[config.mk]
export PLATFORM = sky130hd
export DESIGN_NAME = spi_reg_responder
export DESIGN_NICKNAME = d
export VERILOG_FILES = /design/src/rtl/spi_resp_pkg.sv /design/src/rtl/spi_sync_edge.sv /design/src/rtl/spi_reg_responder.sv
export SDC_FILE = /design/constraint.sdc
export NUM_CORES = 1
export LEC_CHECK = 0
export CAP_MARGIN = 20
export CORE_ASPECT_RATIO = 1.25
export CORE_MARGIN = 2
export CORE_UTILIZATION = 34
export CTS_BUF_LIST = sky130_fd_sc_hd__clkbuf_2
export DETAILED_ROUTE_END_ITERATION = 7
export GPL_ROUTABILITY_DRIVEN = 0
export GPL_TIMING_DRIVEN = 0
export PLACE_DENSITY_LB_ADDON = 0.05
export SETUP_SLACK_MARGIN = 0.4
export SLEW_MARGIN = 20
export SYNTH_ARGS = -nofsm -noshare
export SYNTH_HDL_FRONTEND = slang
export SYNTH_SLANG_ARGS = --single-unit
[constraint.sdc]
create_clock -name clk_clk -period 2.5 [get_ports clk_clk]
set_input_delay 0.25 -clock clk_clk [delete_from_list [all_inputs] [get_ports clk_clk]]
set_output_delay 0.25 -clock clk_clk [all_outputs]
set_load 0.01 [all_outputs]
[src/rtl/spi_resp_pkg.sv]
// Shared types and constants for the SPI register responder.
// Command byte layout: [7:3] register address, [1] direction (1 = write), [2] and [0] ignored.
package spi_resp_pkg;

  localparam int ADDR_W       = 5;
  localparam int DATA_W       = 8;
  localparam int CMD_ADDR_MSB = 7;
  localparam int CMD_ADDR_LSB = 3;
  localparam int CMD_DIR_BIT  = 1;

  typedef enum logic [1:0] {
    IDLE = 2'd0,
    CMD  = 2'd1,
    DATA = 2'd2
  } state_t;

endpackage

[src/rtl/spi_sync_edge.sv]
// Synchronizer chain for one asynchronous input plus single-cycle rise/fall strobes
// derived from the synchronized level.
module spi_sync_edge #(
  parameter int STAGES = 2
) (
  input  logic i_clk,
  input  logic i_rst,
  input  logic i_d,
  output logic o_rise,
  output logic o_fall
);

  logic [STAGES-1:0] r_sync;
  logic              r_prev;
  logic              w_q;

  // NOTE: sequential state is assigned with <= so every flop samples pre-edge values;
  // blocking = here would collapse the chain into a single stage.
  always_ff @(posedge i_clk) begin
    if (i_rst) begin
      r_sync <= '0;
      r_prev <= 1'b0;
    end else begin
      r_sync <= {r_sync[STAGES-2:0], i_d};
      r_prev <= w_q;
    end
  end

  assign w_q    = r_sync[STAGES-1];
  assign o_rise = w_q & ~r_prev;
  assign o_fall = ~w_q & r_prev;

endmodule

[src/rtl/spi_reg_responder.sv]
// SPI mode-0 responder exposing a register file to an SPI master and a fabric host port.
// Define SPI_AUTOINC_EN to advance the frame address after every completed data byte.
module spi_reg_responder
  import spi_resp_pkg::*;
#(
  parameter int NUM_REGS    = 32,
  parameter int STATUS_ADDR = 25,
  parameter int SYNC_STAGES = 2
) (
  input  logic              clk_clk,
  input  logic              reset_reset,
  input  logic              spi_SCLK,
  input  logic              spi_MOSI,
  input  logic              spi_SS_n,
  output logic              spi_MISO,
  output logic              spi_MISO_oe,
  input  logic              host_we,
  input  logic [ADDR_W-1:0] host_addr,
  input  logic [DATA_W-1:0] host_wdata,
  output logic [DATA_W-1:0] host_rdata,
  output logic              wr_valid,
  output logic [ADDR_W-1:0] wr_addr,
  output logic [DATA_W-1:0] wr_data,
  output logic              frame_active
);

  state_t r_state, w_next_state;

  logic [SYNC_STAGES-1:0] r_mosi_sync;
  logic [DATA_W-2:0]      r_rx_shift;  // the eighth bit is the live MOSI sample
  logic [DATA_W-1:0]      r_tx_shift;
  logic [2:0]             r_bit_cnt;
  logic [ADDR_W-1:0]      r_addr;
  logic                   r_dir;
  logic [DATA_W-1:0]      r_regs [NUM_REGS];

  logic              w_sclk_rise, w_sclk_fall, w_ss_rise, w_ss_fall;
  logic              w_mosi, w_last_bit, w_spi_we, w_addr_ok, w_host_ok;
  logic [DATA_W-1:0] w_rx_byte, w_rd_data, w_tx_next;

  spi_sync_edge #(.STAGES(SYNC_STAGES)) u_sclk_sync (
    .i_clk (clk_clk),
    .i_rst (reset_reset),
    .i_d   (spi_SCLK),
    .o_rise(w_sclk_rise),
    .o_fall(w_sclk_fall)
  );

  spi_sync_edge #(.STAGES(SYNC_STAGES)) u_ss_sync (
    .i_clk (clk_clk),
    .i_rst (reset_reset),
    .i_d   (spi_SS_n),
    .o_rise(w_ss_rise),
    .o_fall(w_ss_fall)
  );

  always_ff @(posedge clk_clk) begin
    if (reset_reset) r_mosi_sync <= '0;
    else             r_mosi_sync <= {r_mosi_sync[SYNC_STAGES-2:0], spi_MOSI};
  end

  assign w_mosi     = r_mosi_sync[SYNC_STAGES-1];
  assign w_rx_byte  = {r_rx_shift, w_mosi};
  assign w_last_bit = w_sclk_rise && (r_bit_cnt == 3'd7);
  assign w_addr_ok  = int'(r_addr) < NUM_REGS;
  assign w_host_ok  = int'(host_addr) < NUM_REGS;
  assign w_spi_we   = (r_state == DATA) && r_dir && w_last_bit && !w_ss_rise;
  assign w_rd_data  = w_addr_ok ? r_regs[r_addr] : '0;
  assign w_tx_next  = ((r_state == DATA) && !r_dir) ? w_rd_data : '0;

  always_ff @(posedge clk_clk) begin
    if (reset_reset) r_state <= IDLE;
    else             r_state <= w_next_state;
  end

  // NOTE: always_comb assigns a default before any branch so no path leaves the
  // output unassigned, which would otherwise infer a latch.
  always_comb begin
    w_next_state = r_state;
    case (r_state)
      IDLE:    if (w_ss_fall) w_next_state = CMD;
      CMD:     if (w_ss_rise) w_next_state = IDLE;
               else if (w_last_bit) w_next_state = DATA;
      DATA:    if (w_ss_rise) w_next_state = IDLE;
      default: w_next_state = IDLE;
    endcase
  end

  always_comb begin
    spi_MISO_oe  = 1'b0;
    frame_active = 1'b0;
    spi_MISO     = 1'b0;
    if (r_state != IDLE) begin
      spi_MISO_oe  = 1'b1;
      frame_active = 1'b1;
      spi_MISO     = r_tx_shift[DATA_W-1];
    end
  end

  // Shift datapath; a deselect mid-byte simply drops the partial byte.
  always_ff @(posedge clk_clk) begin
    if (reset_reset) begin
      r_rx_shift <= '0;
      r_tx_shift <= '0;
      r_bit_cnt  <= '0;
      r_addr     <= '0;
      r_dir      <= 1'b0;
    end else if (r_state == IDLE) begin
      if (w_ss_fall) begin
        r_tx_shift <= r_regs[STATUS_ADDR];
        r_bit_cnt  <= '0;
      end
    end else if (w_ss_rise) begin
      r_tx_shift <= '0;
      r_bit_cnt  <= '0;
    end else begin
      if (w_sclk_rise) begin
        r_rx_shift <= w_rx_byte[DATA_W-2:0];
        r_bit_cnt  <= r_bit_cnt + 3'd1;
        if (r_bit_cnt == 3'd7) begin
          if (r_state == CMD) begin
            r_addr <= w_rx_byte[CMD_ADDR_MSB:CMD_ADDR_LSB];
            r_dir  <= w_rx_byte[CMD_DIR_BIT];
          end
`ifdef SPI_AUTOINC_EN
          else begin
            r_addr <= r_addr + 5'd1;
          end
`endif
        end
      end
      if (w_sclk_fall) begin
        if (r_bit_cnt == 3'd0) r_tx_shift <= w_tx_next;
        else                   r_tx_shift <= {r_tx_shift[DATA_W-2:0], 1'b0};
      end
    end
  end

  // NOTE: the register file is reset element by element because its cleared state is
  // architecturally visible; this keeps it in flops rather than a RAM macro.
  always_ff @(posedge clk_clk) begin
    if (reset_reset) begin
      for (int i = 0; i < NUM_REGS; i++) r_regs[i] <= '0;
      host_rdata <= '0;
      wr_valid   <= 1'b0;
      wr_addr    <= '0;
      wr_data    <= '0;
    end else begin
      // SPI commit takes priority over a same-cycle host write to the same register.
      if (host_we && w_host_ok && !(w_spi_we && (host_addr == r_addr)))
        r_regs[host_addr] <= host_wdata;
      if (w_spi_we && w_addr_ok)
        r_regs[r_addr] <= w_rx_byte;
      host_rdata <= w_host_ok ? r_regs[host_addr] : '0;
      wr_valid   <= w_spi_we;
      if (w_spi_we) begin
        wr_addr <= r_addr;
        wr_data <= w_rx_byte;
      end
    end
  end

endmodule

## Word level (Yosys, flattened, before mapping)

Memory sizes are Yosys's and may differ from the RTL's. A register that Yosys moved wholly into a read port is not among the register bits.
Index checks and enable logic that the tools add are counted.

- $add $sub $neg: 1
- Multipliers: 0
- Div/mod/pow operators: 0
- Magnitude comparators: 0
- Equality and inequality tests: 7
- Shift operators: 0
- Mux-type cells: 33
- Bitwise logic cells: 10
- Reductions and logical operators: 22

Operator list:

| cell | number |
|---|---|
| 2-to-1 mux 8 bit | 8 |
| 2-to-1 mux 5 bit | 4 |
| OR reduction 8 bit | 2 |
| 2-to-1 mux 1 bit | 12 |
| 2-to-1 mux 3 bit | 4 |
| 2-to-1 mux 2 bit | 4 |
| logical AND 1 bit | 7 |
| NOT 1 bit | 6 |
| case mux 2 bit (3 select lines) | 1 |
| AND reduction 3 bit | 2 |
| nonzero test 3 bit | 2 |
| == test 5 bit | 1 |
| AND reduction 5 bit | 1 |
| bitwise AND 1 bit | 4 |
| AND reduction 2 bit | 2 |
| adder 3 x 1 -> 3 bit, second input constant | 1 |
| == test 3 bit, second input constant | 1 |
| zero test 1 bit | 3 |
| zero test 3 bit | 1 |
| != test 3 bit, second input constant | 1 |
| == test 2 x 1 -> 1 bit, second input constant | 1 |
| == test 2 bit, second input constant | 1 |
| zero test 2 bit | 1 |
| != test 2 x 1 -> 1 bit, second input constant | 1 |
| 2 further kinds | 2 |

- Bits in registers: 48
- Bits in latches: 0
- RAM bits: 256
- Bits in read-only memories: 0
- Logic and storage cells: 88
- Memories kept: 1

Memories:

| memory | depth | width | rd ports | clocked after memory_dff | wr ports | line | text |
|---|---|---|---|---|---|---|---|
| r_regs | 32 | 8 | 3 | 2 | 32 | spi_reg_responder.sv:35 | `logic [DATA_W-1:0] r_regs [NUM_REGS];` |

## Depth between registers and ports, before layout

- Depth after elaboration: 13
- Gate-level depth with buffers: 10
- Depth with buffers taken out: 7

## Hierarchy

Synthesis repeated with hierarchy kept, for this count alone.

- Cells, all modules: 1585
- Area total of the unflattened synthesis: 17649.4 um^2

Modules (own cells, without submodules):

| module | instances | cells each | area an instance (um^2) | sequential area each (um^2) |
|---|---|---|---|---|
| spi_reg_responder | 1 | 1569 | 17466.8 | 8788.4 |
| spi_sync_edge | 2 | 8 | 91.3 | 60.1 |

## Worst setup path after synthesis

Ideal clock, no wire load.

- Kind: reg2reg
- Start point: register r_bit_cnt[0]
- End point: memory r_regs[10][0] (enable)
- Data arrival time: 2.490 ns
- Path slack: -0.272 ns
- Cell stages (with the launch flop): 11
- Path buffers: 3
- Clock period less this slack: 2.772 ns
- Cells stage by stage: dfxtp_1 -> ha_1 -> ha_1 -> nand3b_1 -> or4b_1 -> buf_2 -> nor4_4 -> nor4b_1 -> buf_2 -> buf_2 -> a211o_1

RTL lines:

| item | line | text |
|---|---|---|
| start: declaration | spi_reg_responder.sv:32 | `logic [2:0] r_bit_cnt;` |
| start signal: assignment | spi_reg_responder.sv:119 | `r_bit_cnt <= r_bit_cnt + 3'd1;` |
| end: declaration | spi_reg_responder.sv:35 |  |

==> impl_metrics.yaml <==
status:
  outcome: "finished, violations left"
  violations: "negative setup slack"
synthesis:
  synth_nets: 1368
  synth_xor_area_frac: 0.00247
  ys.flop_type: "edfxtp_1"
  synth-edff-count: 256
  synthMuxAreaShare: 0.176
  synth-compound-area-share: 0.226
  synth-simple-area-share: 0.0447
  yosys_warnings: 0
  synthAdderAreaFrac: 0.00212
  async_flop_share: 0
  synth_area_per_cell_um2: 13.2
  synth_area_mm2: 0.0177
  yosysUniqueCellTypes: 47
  postSynthCellCount: 1346
  ys_ff_latch: 317
  synth_top_family_by_area: "compound AO/OA/AOI/OAI gates"
  ys_seq_area_frac: 0.503
worst_setup_path:
  cpMaxStageDelayCell: "clkbuf_1"
  cpPeakStageDelay_ps: 890
  critPathCaptureType: "register"
  cp_common_cell: "ha_4"
  worstPathRequired_ps: 3350
  crit_fanout: 9
  critPathArrivalTime_ps: 3990
  cp-start-kind: "register"
  critPathKind: "reg2reg"
  crit_chain: "ha_4 > ha_4 > nand3b_1 > nor2_1 > nand4b_1 > clkbuf_1 > nor2_2 > a211o_4"
detailed_routing:
  drc: 0
  drt_iter0_markers: 2249
  vias: 16046
  ant_nets: 0
  routedWlPerCell_um: 40.8
  first_pass_iters: 5
  vias_per_cell: 6.97
  totalWireLength_mm: 93.8
timing:
  slew_headroom: 0.162
  tightest_slew_ps: 1260
  max_freq_ghz: 0.319
  fin_crit_ps: 3140
  hold_slack_ps: 131
  rsz0062_at_grt: "true"
  finalSetupViolCount: 523
  timing.final.crit_share: 1.25
  drv_slew: 0
  finClkSkew_ps: 104
  finalHoldViolations: 0
  setup_ws_ps: -637
die:
  start_util: 0.344
  die_x_um: 208
  die_h_um: 259
  rows: 93
  boundaryPins: 44
  coreArea_mm2: 0.0515
  dieArea_mm2: 0.0539
clocking:
  cts_made_buffers: 88
  cts_tree: "yes"
  clk_path_buf_depth: 3
  root_buffer: "clkbuf_2"
  cts.clk_slew.worst_paths_ps: 110
  clkSinkCount: 317
  h-tree-depth: 3
  clk_latency_ps: 1210
power:
  ir_drop_mv: 0.207
  p_per_area_mw_per_mm2: 502
  p_total_uw: 11500
  power.leakage_uw: 0.00793
finish:
  final_core_util: 0.443
  fill_cells: 4766
  area_growth_syn_to_layout_pct: 29.0
  drive_gt1_frac: 0.323
  layout.nets: 1587
global_routing:
  first_global_vias: 15787
  grt_pass1_wl_mm: 126
  grt_max_degree: 13
  grt.total_usage: 0.340
  gr-total-overflow: 0
  antenna_found_initial: 2
placement:
  portBuffers: 38
  dp_hpwl_mm: 62.3
flow_run:
  max-cap-violations: 0
worst_hold_path:
  hold_path_class: "in2reg"
[cell type report]
cell class,instances,area [um2],share of cell area
antenna,2,5.00,0.000219
clock inverter,30,198,0.00865
timing repair buffer,129,1680,0.0737
clock buffer,130,651,0.0285
sequential,317,8920,0.391
inverter,3,11.3,0.000493
multi-input combinational,827,8980,0.393
buffer,199,1560,0.0682
tap,665,832,0.0364
[layer usage]
layer  up-vias  global-route usage  wire, um
met4         0               0.249      7700
met1      8226               0.412     34500
li1       6240                   -         -
met2      1245               0.531     41800
met3       335              0.0794      9720
met5         -                   0         0
[cell usage after synthesis, drive strengths merged, types with 11 or more instances]
library cell | number | area [um2]
edfxtp | 256 | 7690
dfxtp | 61 | 1220
a21oi | 13 | 65.1
mux4 | 68 | 1530
nor2b | 13 | 81.3
clkbuf | 138 | 518
nor3 | 14 | 70.1
mux2 | 14 | 158
nor2 | 67 | 251
a211o | 34 | 298
nand2b | 11 | 68.8
a32o | 256 | 2560
buf | 61 | 282
a22oi | 22 | 165
a22o | 27 | 236
a221oi | 32 | 280
o21bai | 12 | 90.1
o22ai | 15 | 93.8
mux2i | 142 | 1420
[cell families after synthesis]
group | Yosys count
fa+ha+maj | 3
buf+inv | 202
mux | 224
flops | 317
compound gates | 442
simple gates | 153
xor+xnor | 5
[sequential cells by signal, indices dropped and copies added, names as in the netlist, 2 cells and up, named ones only]
signal,cells
host_rdata,8
r_addr,5
r_bit_cnt,3
r_mosi_sync,2
r_regs,256
r_rx_shift,7
r_state,2
r_tx_shift,8
u_sclk_sync.r_sync,2
u_ss_sync.r_sync,2
wr_addr,5
wr_data,8
[worst max-delay path: cells and delay by family, from the launching register on]
kind | cells | cell delay [ps]
simple gates | 4 | 780
buf+inv | 1 | 890
flops | 1 | 350
fa+ha+maj | 2 | 300
compound gates | 1 | 490
[metrics by stage]
stage	cells	area (um2)	setup WS, ps	setup TNS, ps
after floorplan	1346	18000	-109	-17110
after global placement	2049	19200	-1660	-522670
after detailed placement	2050	19300	-1160	-410390
after CTS	2269	21800	-575	-221510
after global routing	2301	22800	-593	-230690
final	2302	22800	-637	-187230
[cells in the final DEF, fill, tap and decap left out, types with 21 or more instances in the layout]
| cell type | instances |
|---|---|
| clkbuf_1 | 104 |
| nor2_1 | 31 |
| buf_12 | 30 |
| a32o_1 | 254 |
| buf_6 | 34 |
| a211o_4 | 32 |
| a22o_1 | 23 |
| buf_4 | 32 |
| a22oi_1 | 21 |
| dlymetal6s2s_1 | 25 |
| mux4_2 | 68 |
| clkinv_1 | 21 |
| edfxtp_1 | 256 |
| dfxtp_1 | 54 |
| mux2i_1 | 138 |
| clkbuf_2 | 144 |
[where the power goes]
group          internal, uW  switching (uW)
sequential             5820            93.0
clock                  1700            2550
combinational           454             845
[timing repair]
item	4_1_cts	5_1_grt
setup buffers	41	22
gates resized for setup	265	184
endpoints found under the setup margin	577	587
pin swaps	24	38
gates cloned	15	9
hold endpoints to repair	3	0
hold buffers	3	0
[worst paths after layout]
kind,slack (ps),cells past startpoint,from,endpoint
worst min register to register,450,1,r_mosi_sync[0],r_mosi_sync[1]
worst min-delay path,130,2,host_wdata[1],r_regs[30][1]
worst max register to register,-640,8,r_bit_cnt[1],r_regs[22][3]
worst max-delay path,-640,8,r_bit_cnt[1],r_regs[22][3]
No activity file was read; power rests on OpenSTA's default activity.
